--- src/rtl/mem_arbiter_if.sv ---
// rtl/mem_arbiter_if.sv - LC-3b style memory port bundle shared by requesters and memory
interface mem_arbiter_if #(
    parameter int ADDR_W = 16,
    parameter int DATA_W = 16,
    parameter int BE_W   = 2
);
    logic              read;
    logic              write;
    logic [BE_W-1:0]   byte_enable;
    logic [ADDR_W-1:0] address;
    logic [DATA_W-1:0] wdata;
    logic [DATA_W-1:0] rdata;
    logic              resp;

    // Side that issues requests (CPU requester, or the arbiter toward memory)
    modport master (
        output read, write, byte_enable, address, wdata,
        input  rdata, resp
    );

    // Side that serves requests (memory, or the arbiter toward a requester)
    modport slave (
        input  read, write, byte_enable, address, wdata,
        output rdata, resp
    );
endinterface

--- src/rtl/mem_arbiter.sv ---
// rtl/mem_arbiter.sv - round-robin I/D arbiter for one memory port; optional watchdog via MEM_ARB_TIMEOUT_EN
module mem_arbiter #(
    parameter int ADDR_W = 16,
    parameter int DATA_W = 16,
    parameter int BE_W   = 2
`ifdef MEM_ARB_TIMEOUT_EN
    ,
    parameter int TIMEOUT_CYCLES = 255
`endif
) (
    input  logic           clk,
    input  logic           reset,
    mem_arbiter_if.slave   i_bus,
    mem_arbiter_if.slave   d_bus,
    mem_arbiter_if.master  mem_bus
`ifdef MEM_ARB_TIMEOUT_EN
    ,
    output logic           timeout_err
`endif
);
    typedef enum logic [1:0] {
        IDLE    = 2'd0,
        GRANT_I = 2'd1,
        GRANT_D = 2'd2
    } state_t;

    state_t state;
    // 1 when D owned the most recent grant, so I wins the next tie
    logic   last_grant_d;
    logic   i_req;
    logic   d_req;
    logic   own_i;
    logic   own_d;

    assign i_req = i_bus.read;
    assign d_req = d_bus.read | d_bus.write;

    // Reset overrides the passthrough so a grant being torn down never leaks out
    assign own_i = (state == GRANT_I) && !reset;
    assign own_d = (state == GRANT_D) && !reset;

`ifdef MEM_ARB_TIMEOUT_EN
    localparam int CNT_W = ($clog2(TIMEOUT_CYCLES + 1) > 8) ? $clog2(TIMEOUT_CYCLES + 1) : 8;
    logic [CNT_W-1:0] wait_cnt;
`endif

    // Arbitration FSM: pick a side in IDLE, hold the grant until memory answers
    always_ff @(posedge clk) begin
        if (reset) begin
            state        <= IDLE;
            last_grant_d <= 1'b1;
`ifdef MEM_ARB_TIMEOUT_EN
            wait_cnt     <= '0;
            timeout_err  <= 1'b0;
`endif
        end else begin
            case (state)
                IDLE: begin
`ifdef MEM_ARB_TIMEOUT_EN
                    wait_cnt <= '0;
`endif
                    if (i_req && (!d_req || last_grant_d)) begin
                        state        <= GRANT_I;
                        last_grant_d <= 1'b0;
                    end else if (d_req) begin
                        state        <= GRANT_D;
                        last_grant_d <= 1'b1;
                    end
                end
                GRANT_I, GRANT_D: begin
                    if (mem_bus.resp) begin
                        state <= IDLE;
`ifdef MEM_ARB_TIMEOUT_EN
                    end else if (wait_cnt == CNT_W'(TIMEOUT_CYCLES - 1)) begin
                        // Memory never answered: drop the grant silently and flag it
                        state       <= IDLE;
                        timeout_err <= 1'b1;
                    end else begin
                        wait_cnt <= wait_cnt + 1'b1;
`endif
                    end
                end
                default: state <= IDLE;
            endcase
        end
    end

    // Route the owning requester to memory and memory's answer back to the owner only
    always_comb begin
        mem_bus.read        = 1'b0;
        mem_bus.write       = 1'b0;
        mem_bus.byte_enable = '0;
        mem_bus.address     = '0;
        mem_bus.wdata       = '0;
        i_bus.resp          = 1'b0;
        i_bus.rdata         = '0;
        d_bus.resp          = 1'b0;
        d_bus.rdata         = '0;
        if (own_i) begin
            mem_bus.read        = i_bus.read;
            mem_bus.byte_enable = '1;
            mem_bus.address     = i_bus.address;
            i_bus.resp          = mem_bus.resp;
            i_bus.rdata         = mem_bus.rdata;
        end else if (own_d) begin
            mem_bus.read        = d_bus.read;
            mem_bus.write       = d_bus.write;
            mem_bus.byte_enable = d_bus.byte_enable;
            mem_bus.address     = d_bus.address;
            mem_bus.wdata       = d_bus.wdata;
            d_bus.resp          = mem_bus.resp;
            d_bus.rdata         = mem_bus.rdata;
        end
    end
endmodule

--- src/flat_wrapper.sv ---
// flat-port wrapper written by rule: the top's interface ports become plain ports
module mem_arbiter_flat 
#(
    parameter int ADDR_W = 16,
    parameter int DATA_W = 16,
    parameter int BE_W   = 2

)
  (clk, reset, i_bus_read, i_bus_write, i_bus_byte_enable, i_bus_address, i_bus_wdata, i_bus_rdata, i_bus_resp, d_bus_read, d_bus_write, d_bus_byte_enable, d_bus_address, d_bus_wdata, d_bus_rdata, d_bus_resp, mem_bus_read, mem_bus_write, mem_bus_byte_enable, mem_bus_address, mem_bus_wdata, mem_bus_rdata, mem_bus_resp);
  mem_arbiter_if #(.ADDR_W(ADDR_W), .DATA_W(DATA_W), .BE_W(BE_W)) i_bus_i ();
  mem_arbiter_if #(.ADDR_W(ADDR_W), .DATA_W(DATA_W), .BE_W(BE_W)) d_bus_i ();
  mem_arbiter_if #(.ADDR_W(ADDR_W), .DATA_W(DATA_W), .BE_W(BE_W)) mem_bus_i ();
  input  logic clk;
  input  logic reset;
  input wire logic [$bits(i_bus_i.read)-1:0] i_bus_read;
  input wire logic [$bits(i_bus_i.write)-1:0] i_bus_write;
  input wire logic [$bits(i_bus_i.byte_enable)-1:0] i_bus_byte_enable;
  input wire logic [$bits(i_bus_i.address)-1:0] i_bus_address;
  input wire logic [$bits(i_bus_i.wdata)-1:0] i_bus_wdata;
  output wire logic [$bits(i_bus_i.rdata)-1:0] i_bus_rdata;
  output wire logic [$bits(i_bus_i.resp)-1:0] i_bus_resp;
  input wire logic [$bits(d_bus_i.read)-1:0] d_bus_read;
  input wire logic [$bits(d_bus_i.write)-1:0] d_bus_write;
  input wire logic [$bits(d_bus_i.byte_enable)-1:0] d_bus_byte_enable;
  input wire logic [$bits(d_bus_i.address)-1:0] d_bus_address;
  input wire logic [$bits(d_bus_i.wdata)-1:0] d_bus_wdata;
  output wire logic [$bits(d_bus_i.rdata)-1:0] d_bus_rdata;
  output wire logic [$bits(d_bus_i.resp)-1:0] d_bus_resp;
  output wire logic [$bits(mem_bus_i.read)-1:0] mem_bus_read;
  output wire logic [$bits(mem_bus_i.write)-1:0] mem_bus_write;
  output wire logic [$bits(mem_bus_i.byte_enable)-1:0] mem_bus_byte_enable;
  output wire logic [$bits(mem_bus_i.address)-1:0] mem_bus_address;
  output wire logic [$bits(mem_bus_i.wdata)-1:0] mem_bus_wdata;
  input wire logic [$bits(mem_bus_i.rdata)-1:0] mem_bus_rdata;
  input wire logic [$bits(mem_bus_i.resp)-1:0] mem_bus_resp;
  assign i_bus_i.read = i_bus_read;
  assign i_bus_i.write = i_bus_write;
  assign i_bus_i.byte_enable = i_bus_byte_enable;
  assign i_bus_i.address = i_bus_address;
  assign i_bus_i.wdata = i_bus_wdata;
  assign i_bus_rdata = i_bus_i.rdata;
  assign i_bus_resp = i_bus_i.resp;
  assign d_bus_i.read = d_bus_read;
  assign d_bus_i.write = d_bus_write;
  assign d_bus_i.byte_enable = d_bus_byte_enable;
  assign d_bus_i.address = d_bus_address;
  assign d_bus_i.wdata = d_bus_wdata;
  assign d_bus_rdata = d_bus_i.rdata;
  assign d_bus_resp = d_bus_i.resp;
  assign mem_bus_read = mem_bus_i.read;
  assign mem_bus_write = mem_bus_i.write;
  assign mem_bus_byte_enable = mem_bus_i.byte_enable;
  assign mem_bus_address = mem_bus_i.address;
  assign mem_bus_wdata = mem_bus_i.wdata;
  assign mem_bus_i.rdata = mem_bus_rdata;
  assign mem_bus_i.resp = mem_bus_resp;
  mem_arbiter #(.ADDR_W(ADDR_W), .DATA_W(DATA_W), .BE_W(BE_W)) u_core (.clk(clk), .reset(reset), .i_bus(i_bus_i), .d_bus(d_bus_i), .mem_bus(mem_bus_i));
endmodule
--- config.mk ---
export PLATFORM = sky130hd
export DESIGN_NAME = mem_arbiter_flat
export DESIGN_NICKNAME = d
export VERILOG_FILES = /design/src/rtl/mem_arbiter_if.sv /design/src/rtl/mem_arbiter.sv /design/src/flat_wrapper.sv
export SDC_FILE = /design/constraint.sdc
export NUM_CORES = 1
export LEC_CHECK = 0
export CAP_MARGIN = 15
export CORE_ASPECT_RATIO = 1.75
export CORE_UTILIZATION = 20
export DETAILED_ROUTE_END_ITERATION = 8
export GPL_TIMING_DRIVEN = 0
export HOLD_SLACK_MARGIN = 0.12
export PLACE_DENSITY = 0.86
export SYNTH_ARGS = -nofsm -noshare
export SYNTH_HDL_FRONTEND = slang
export SYNTH_SLANG_ARGS = --single-unit
--- constraint.sdc ---
create_clock -name clk -period 3.7 [get_ports clk]
set_clock_uncertainty 0.1 [all_clocks]
set_input_delay 0.74 -clock clk [delete_from_list [all_inputs] [get_ports clk]]
set_output_delay 0.74 -clock clk [all_outputs]
set_load 0.03 [all_outputs]
# Word level (Yosys, flattened, before mapping)
# Index checks and enable logic that the tools add are counted.
# totals
reg_bits	3
inputBits	91
out_inout_bits	70
elab_cells	40
# classes
n_eq_ne	4
muxes	22
bitwise_logic	1
n_reduce_logical	11
# ops
operator	n
16-bit 2-to-1 mux	7
2-bit 2-to-1 mux	5
1-bit 2-to-1 mux	9
2-bit case mux with 2 select lines	1
2-bit AND reduction	2
1-bit logical AND	3
3-bit by 1-bit != test with 1-bit output, second input constant	1
2-bit by 1-bit == test with 1-bit output, second input constant	1
2-bit == test, second input constant	1
1-bit zero test	2
2-bit zero test	1
2-bit != test, second input constant	1
2-bit nonzero test	1
2-bit OR reduction	1
1-bit logical OR	1
1-bit OR	1

# Logic depth before layout (Yosys ltp)
# Gate-level depths: netlist of run 1.
# logic_depth
word_depth	6
mapped_depth	6

# Least setup slack after synthesis of run 1
# OpenSTA, ideal clock, no wires.
# synth_path
path_type	input-to-output
startpoint	input reset
endpoint	output mem_bus_address[10]
arrival_time_ps	1487
t_required_ps	2860
slack_ps	1373
path_stages	3
n_path_buf	1
cell_sequence	nor3b_4 -> buf_2 -> a22o_1
# synth_via
elab_chain_cells	4
# synth_lines
item	line	source
from (decl)	flat_wrapper.sv:14	input logic reset;
1-bit zero test *	mem_arbiter.sv:39, mem_arbiter.sv:40	
1-bit logical AND	mem_arbiter.sv:40	assign own_d = (state == GRANT_D) && !reset;
16-bit 2-to-1 mux	mem_arbiter.sv:105	end else if (own_d) begin
16-bit 2-to-1 mux *	mem_arbiter.sv:99	if (own_i) begin
to (decl)	flat_wrapper.sv:32	output wire logic [$bits(mem_bus_i.address)-1:0] mem_bus_address;
# Mark *: on every way between the ends. The rest lies on a longest branch, timed or not.

# Worst setup path in the final report of run 1
# layout_path
startpoint	input reset
endpoint	output d_bus_rdata[4]
# layout_via
elab_chain_cells	4
# layout_lines
item	line	source
1-bit zero test *	mem_arbiter.sv:39, mem_arbiter.sv:40	
1-bit logical AND	mem_arbiter.sv:40	
16-bit 2-to-1 mux	mem_arbiter.sv:105	
16-bit 2-to-1 mux *	mem_arbiter.sv:99	
to (decl)	flat_wrapper.sv:27	output wire logic [$bits(d_bus_i.rdata)-1:0] d_bus_rdata;
# Marked as above.

==> run_results.csv, run 1 <==
group,metric,value,unit
status,status,"finished, final reports clean",
critical_path,timing.critical_path.arrival,2.75,ns
routing,num_vias,1324,
clock_tree,clkLatencyLatePin,0.22,ns
clock_tree,cts.clk_slew.worst_paths,0.03,ns
synthesis,ys_seq_area_share,7.75,%
synthesis,synthCells,106,
critical_path,cp_max_fo,10,
cells_and_area,regArea,60.1,um2
cells_and_area,multi_input_area,641,um2
place,gp_congestion,0.717,
cells_and_area,fillers,298,
floorplanning,design.core.area,3660,um2
routing,vias_per_cell,4.43,
cells_and_area,area_growth,207,%
critical_path,crit_top_cell,"clkdlybuf4s50_1",
synthesis,yosysUniqueCellTypes,22,
clock_tree,hold_buffers,0,
global_route,grt_pass1_wl,5.76,mm
sta,period_share,97.1,%
sta,hold_ws,0.403,ns
routing,drtIter0Drc,3,
critical_path,slowest_stage,"clkdlybuf4s50_1",
floorplanning,die_h,84.3,um
routing,drc,0,
sta,tns,0,ns
place,hpwl,3.17,mm
sta,clock.fmax,278,MHz
cells_and_area,drive_above_1_share,6.72,%
routing,wl_met1,1.23,mm
clock_tree,cts_buffers,3,
place,place_inst,293,
routing,top_layer,"met4",
global_route,grt-ovfl-total,0,
critical_path,crit_chain,"clkdlybuf4s50_1, nor3b_4, clkbuf_2, and2_1, clkdlybuf4s50_1",
sta,hold_viol_final,0,
power_and_ir_drop,vdd_drop_max,249,uV
clock_tree,tritoncts,"done",
synthesis,yosys_warnings,0,
clock_tree,clockBufferDepth,2,
job,cap_violations,0,
routing,routed_wl,3.79,mm
routing,ant_nets,0,
floorplanning,dieArea,4140,um2
global_route,grt_use_total,17.5,%
clock_tree,cts-root-buf,"clkbuf_8",
clock_tree,clock_sinks,3,
sta,maxSlewViolCount,0,
global_route,grt_max_degree,11,
cells_and_area,diodes,0,
critical_path,critical_path_required,2.86,ns
routing,routed-wl-met2,2.11,mm
power_and_ir_drop,pwr_density_cell,212,nW/um2
power_and_ir_drop,leakagePower,1.45,nW
cells_and_area,stdcell_count,299,
synthesis,syn_area,774,um2
critical_path,startpoint_type,"input port",
routing,wl_per_cell,12.7,um
floorplanning,rows,29,
critical_path,worstSetupPathType,"in -> out",
place,port_buffers,141,
sta,grt_setup_unrepaired,"false",
routing,firstDrtPassIters,4,
synthesis,syn_nets,200,
min_path,hp-class,"reg -> reg",
sta,tightest_slew,0.356,ns
sta,setup_viol,0,
synthesis,ys_seq_elements,3,
global_route,first_global_vias,1272,
global_route,antenna_found_initial,0,
synthesis,syn_area_per_cell,7.31,um2
floorplanning,die_w,49.0,um
cells_and_area,post-route-util,65.0,%
floorplanning,start_util,21.1,%
clock_tree,ctsHtreeMaxLevel,1,
critical_path,critPathCaptureType,"output pin",
routing,dr_wl_met3,370,um
critical_path,max_stage_delay,0.66,ns
floorplanning,ios,161,
sta,period_needed,3.59,ns
cells_and_area,layout.nets,348,
sta,relSlewSlack,76.2,%
power breakdown:
part / internal [mW] / switching [mW] / total, mW
sequential: 0.0377 / 0.00400 / 0.0417
combinational: 0.190 / 0.174 / 0.364
clock: 0.0737 / 0.0247 / 0.0984
area by class of cell:
cell class | instances | share of cell area (%)
Timing Repair Buffer | 143 | 63.1
Buffer | 9 | 2.89
Tap cell | 46 | 2.42
Clock buffer | 4 | 1.89
Multi-Input combinational cell | 92 | 26.9
Inverter | 2 | 0.315
Sequential cell | 3 | 2.52
synthesized netlist by cell type, drive strengths merged:
cell type,count,area [um2]
nand2b,1,6.26
clkbuf,4,20.0
dfxtp,3,60.1
inv,2,7.51
and2,51,319
o21bai,2,15.0
ha,3,37.5
a22o,17,149
or2,1,6.26
nor2,3,11.3
nand4,1,6.26
o21ai,1,5.00
nor4,1,6.26
buf,5,46.3
nor3b,2,26.3
and3,2,12.5
nor2b,2,15.0
a21oi,5,25.0
path summary, 6_finish.rpt:
path	start	to	slack (ns)	depth (start not counted)
worst max register to register	u_core.state[1]$_SDFFE_PP0P_	u_core.state[1]$_SDFFE_PP0P_	2.27	5
worst max-delay path	reset	d_bus_rdata[4]	0.11	5
worst min register to register	u_core.state[0]$_SDFFE_PP0P_	u_core.state[0]$_SDFFE_PP0P_	0.40	2
worst min-delay path	u_core.state[0]$_SDFFE_PP0P_	u_core.state[0]$_SDFFE_PP0P_	0.40	2
per-layer routing:
metal	track usage [%]	vias to the layer above
met5	0	-
met4	6.42	0
met3	3.99	9
met2	35.2	93
met1	16.3	564
li1	-	658
metrics by stage:
stage | total power [mW] | worst slack [ns] | area (um2)
CTS | 0.509 | 0.0292 | 2290
global placement | 0.405 | 0.0365 | 2240
floorplan | 0.226 | 1.37 | 774
global route | 0.531 | 0.00591 | 2380
detailed placement | 0.408 | 0.0389 | 2240
finish | 0.504 | 0.106 | 2380
cells in the final DEF, fill, tap and decap left out:
cell / count
a21oi_1: 5
a22o_1: 17
and2_1: 51
and3_1: 2
buf_4: 3
buf_6: 3
clkbuf_1: 1
clkbuf_2: 4
clkbuf_4: 1
clkbuf_8: 3
clkdlybuf4s50_1: 111
dfxtp_1: 3
dlymetal6s2s_1: 30
ha_1: 3
inv_1: 2
nand2b_1: 1
nand4_1: 1
nor2_1: 3
nor2b_1: 1
nor2b_2: 1
nor3b_1: 1
nor3b_4: 1
nor4_1: 1
o21ai_0: 1
o21bai_1: 2
or2_2: 1
flip-flops by register name, summed over array words and instances (netlist names):
name and count:
u_core.last_grant_d 1, u_core.state 2
logic make-up after synthesis:
logic type / synth area share, %
AOI/OAI and AO/OA: 25.0
adders and majority gates: 4.85
buffers and inverters: 9.53
DFF: 7.75
and+or+nand+nor: 52.8
critical path: cells and delay by family:
kind,cells,cell delay (ns)
buf+inv,3,1.49
simple gates,2,0.51
timing repair:
action | in CTS | in global routing
setup buffers | 0 | 2
resized for setup | 0 | 31
setup endpoints to repair | 0 | 37
Power figures use the tool's default switching activity.
==> run 2, diff against run 1 <==
- CORE_UTILIZATION: 20 -> 17
- PLACE_DENSITY: 0.86 -> 0.78
- clock period: 3.7 -> 3.2 ns (I/O delays scaled with it)
==> run_results.csv, run 2 (synthesized netlist as in run 1, its figures left out) <==
group,metric,value,unit
status,status,"finished, final reports clean",
place,hpwl,3.67,mm
cells_and_area,layout.nets,347,
cells_and_area,area_growth,182,%
clock_tree,ctsHtreeMaxLevel,1,
cells_and_area,diodes,0,
power_and_ir_drop,switching_share,42.0,%
routing,wl_per_cell,14.1,um
sta,tightest_slew,0.361,ns
power_and_ir_drop,pwr-share-seq,8.8,%
cells_and_area,post-route-util,49.6,%
clock_tree,cts-root-buf,"clkbuf_8",
cells_and_area,largest_reg_flops,2,
sta,relSlewSlack,76.0,%
critical_path,rr_startpoint,"u_core.state[1]$_SDFFE_PP0P_",
global_route,first_global_vias,1225,
global_route,grt-ovfl-total,0,
sta,fin_ws,0.419,ns
sta,period_share,86.9,%
sta,clock.fmax,360,MHz
critical_path,critPathCaptureType,"output pin",
critical_path,rrSetupSlack,1.77,ns
cells_and_area,final_cell_mix,"clkdlybuf4s50_1, and2_1, dlygate4sd2_1, clkbuf_2, a22o_1",
clock_tree,cts.clk_slew.worst_paths,0.03,ns
floorplanning,dieArea,4840,um2
power_and_ir_drop,leakagePower,1.22,nW
power_and_ir_drop,vdd_drop_max,249,uV
cells_and_area,fillers,476,
critical_path,critical_path_required,2.46,ns
place,gp_congestion,0.750,
global_route,grt_max_degree,11,
power_and_ir_drop,p_sw,228,uW
cells_and_area,layout_commonest_cell,"clkdlybuf4s50_1",
power_and_ir_drop,p_int,315,uW
min_path,hp-start,"u_core.last_grant_d$_SDFFE_PP1P_",
sta,setup_viol,0,
floorplanning,rows,32,
min_path,hp-class,"reg -> reg",
global_route,grt_pass1_wl,6.27,mm
min_path,whs_path_depth,2,
floorplanning,die_h,91.3,um
global_route,antenna_found_initial,0,
critical_path,startpoint_type,"register",
critical_path,timing.critical_path.arrival,2.04,ns
power_and_ir_drop,pwr-share-comb,71.2,%
cells_and_area,drive_above_1_share,11.9,%
critical_path,slowest_stage,"dlygate4sd2_1",
clock_tree,clock_sinks,3,
floorplanning,die_w,53.0,um
critical_path,cp_max_fo,10,
routing,drc,0,
sta,hold_viol_final,0,
min_path,worstHoldEndpoint,"u_core.last_grant_d$_SDFFE_PP1P_",
global_route,grt_use_total,17.4,%
routing,ant_nets,0,
floorplanning,design.core.area,4400,um2
critical_path,worstRegToRegCells,5,
routing,routed_wl,4.28,mm
job,cap_violations,0,
cells_and_area,regMostFlops,"u_core.state",
critical_path,worstSetupPathType,"reg -> out",
clock_tree,clkLatencyLatePin,0.21,ns
clock_tree,clockBufferDepth,2,
critical_path,r2r_end,"u_core.state[1]$_SDFFE_PP0P_",
sta,hold_ws,0.394,ns
power_and_ir_drop,clkPwrFrac,20.0,%
critical_path,max_stage_delay,0.39,ns
place,port_buffers,141,
sta,period_needed,2.78,ns
clock_tree,tritoncts,"done",
floorplanning,ios,161,
routing,drtIter0Drc,10,
sta,grt_setup_unrepaired,"false",
cells_and_area,top_regs,"u_core.state: 2 flops, u_core.last_grant_d: 1 flops",
routing,vias_per_cell,4.30,
place,dp_slack,-0.281,ns
floorplanning,start_util,17.6,%
sta,maxSlewViolCount,0,
critical_path,crit_chain,"inv_1, ha_1, nor3b_4, buf_4, clkbuf_2, and2_1, dlygate4sd2_1",
power_and_ir_drop,pwr_density_cell,249,nW/um2
clock_tree,cts_buffers,3,
cells_and_area,stdcell_count,303,
place,place_inst,298,
routing,firstDrtPassIters,3,
routing,num_vias,1304,
run 2: worst max path at each step:
stage,slack (ns),endpoint,start,cells past startpoint
after global routing,0.29,d_bus_rdata[14],u_core.state[1]$_SDFFE_PP0P_,7
after detailed placement,-0.28,d_bus_resp,reset,5
final,0.42,d_bus_rdata[3],u_core.state[1]$_SDFFE_PP0P_,7
after floorplan,1.07,mem_bus_address[10],u_core.state[1]$_SDFFE_PP0P_,5
after global placement,-0.27,d_bus_resp,reset,5
after CTS,0.006,i_bus_rdata[4],reset,6
run 2: cell type report:
cell class                      count  area (um2)  area share, %
Timing Repair Buffer              142        1300           59.5
Multi-Input combinational cell     92         641           29.3
Buffer                              9        66.3           3.04
Tap cell                           51        63.8           2.92
Sequential cell                     3        60.1           2.75
Clock buffer                        4        45.0           2.06
Inverter                            2        7.51          0.344
run 2: power groups by stage:
| stage | combinational (mW) | sequential (mW) | clock (mW) |
|---|---|---|---|
| final | 0.386 | 0.0477 | 0.109 |
| after global routing | 0.414 | 0.0486 | 0.118 |
| after detailed placement | 0.424 | 0.0481 | 0 |
| after CTS | 0.393 | 0.0479 | 0.112 |
| after global placement | 0.421 | 0.0479 | 0 |
| after floorplan | 0.214 | 0.0470 | 0 |
run 2: repair_timing:
action | CTS | global route
hold buffers | 0 | 0
endpoints found under the setup margin | 64 | 25
gates resized for setup | 64 | 34
buffers inserted | 1 | 0
run 2: per-stage QoR:
step,cell area (um2),TNS [ns],total power [mW]
global route,2180,0,0.581
global placement,2250,-9.95,0.469
detailed placement,2250,-10.85,0.472
finish,2180,0,0.543
CTS,2220,0,0.553
floorplan,774,0,0.261
run 2: metal layers:
metal	global-route usage [%]	wire, um	share of wire [%]
met3	5.86	534	12
met1	14.7	1270	30
met2	34.5	2400	56
met4	6.14	74	1.7
met5	0	0	0
run 2: worst max-delay path, delay by kind of cell, from the launching register on:
family	cells	cell delay (ns)
buffers and inverters	4	0.81
AND/OR/NAND/NOR	2	0.41
flip-flops	1	0.36
adder cells (fa/ha/maj)	1	0.24
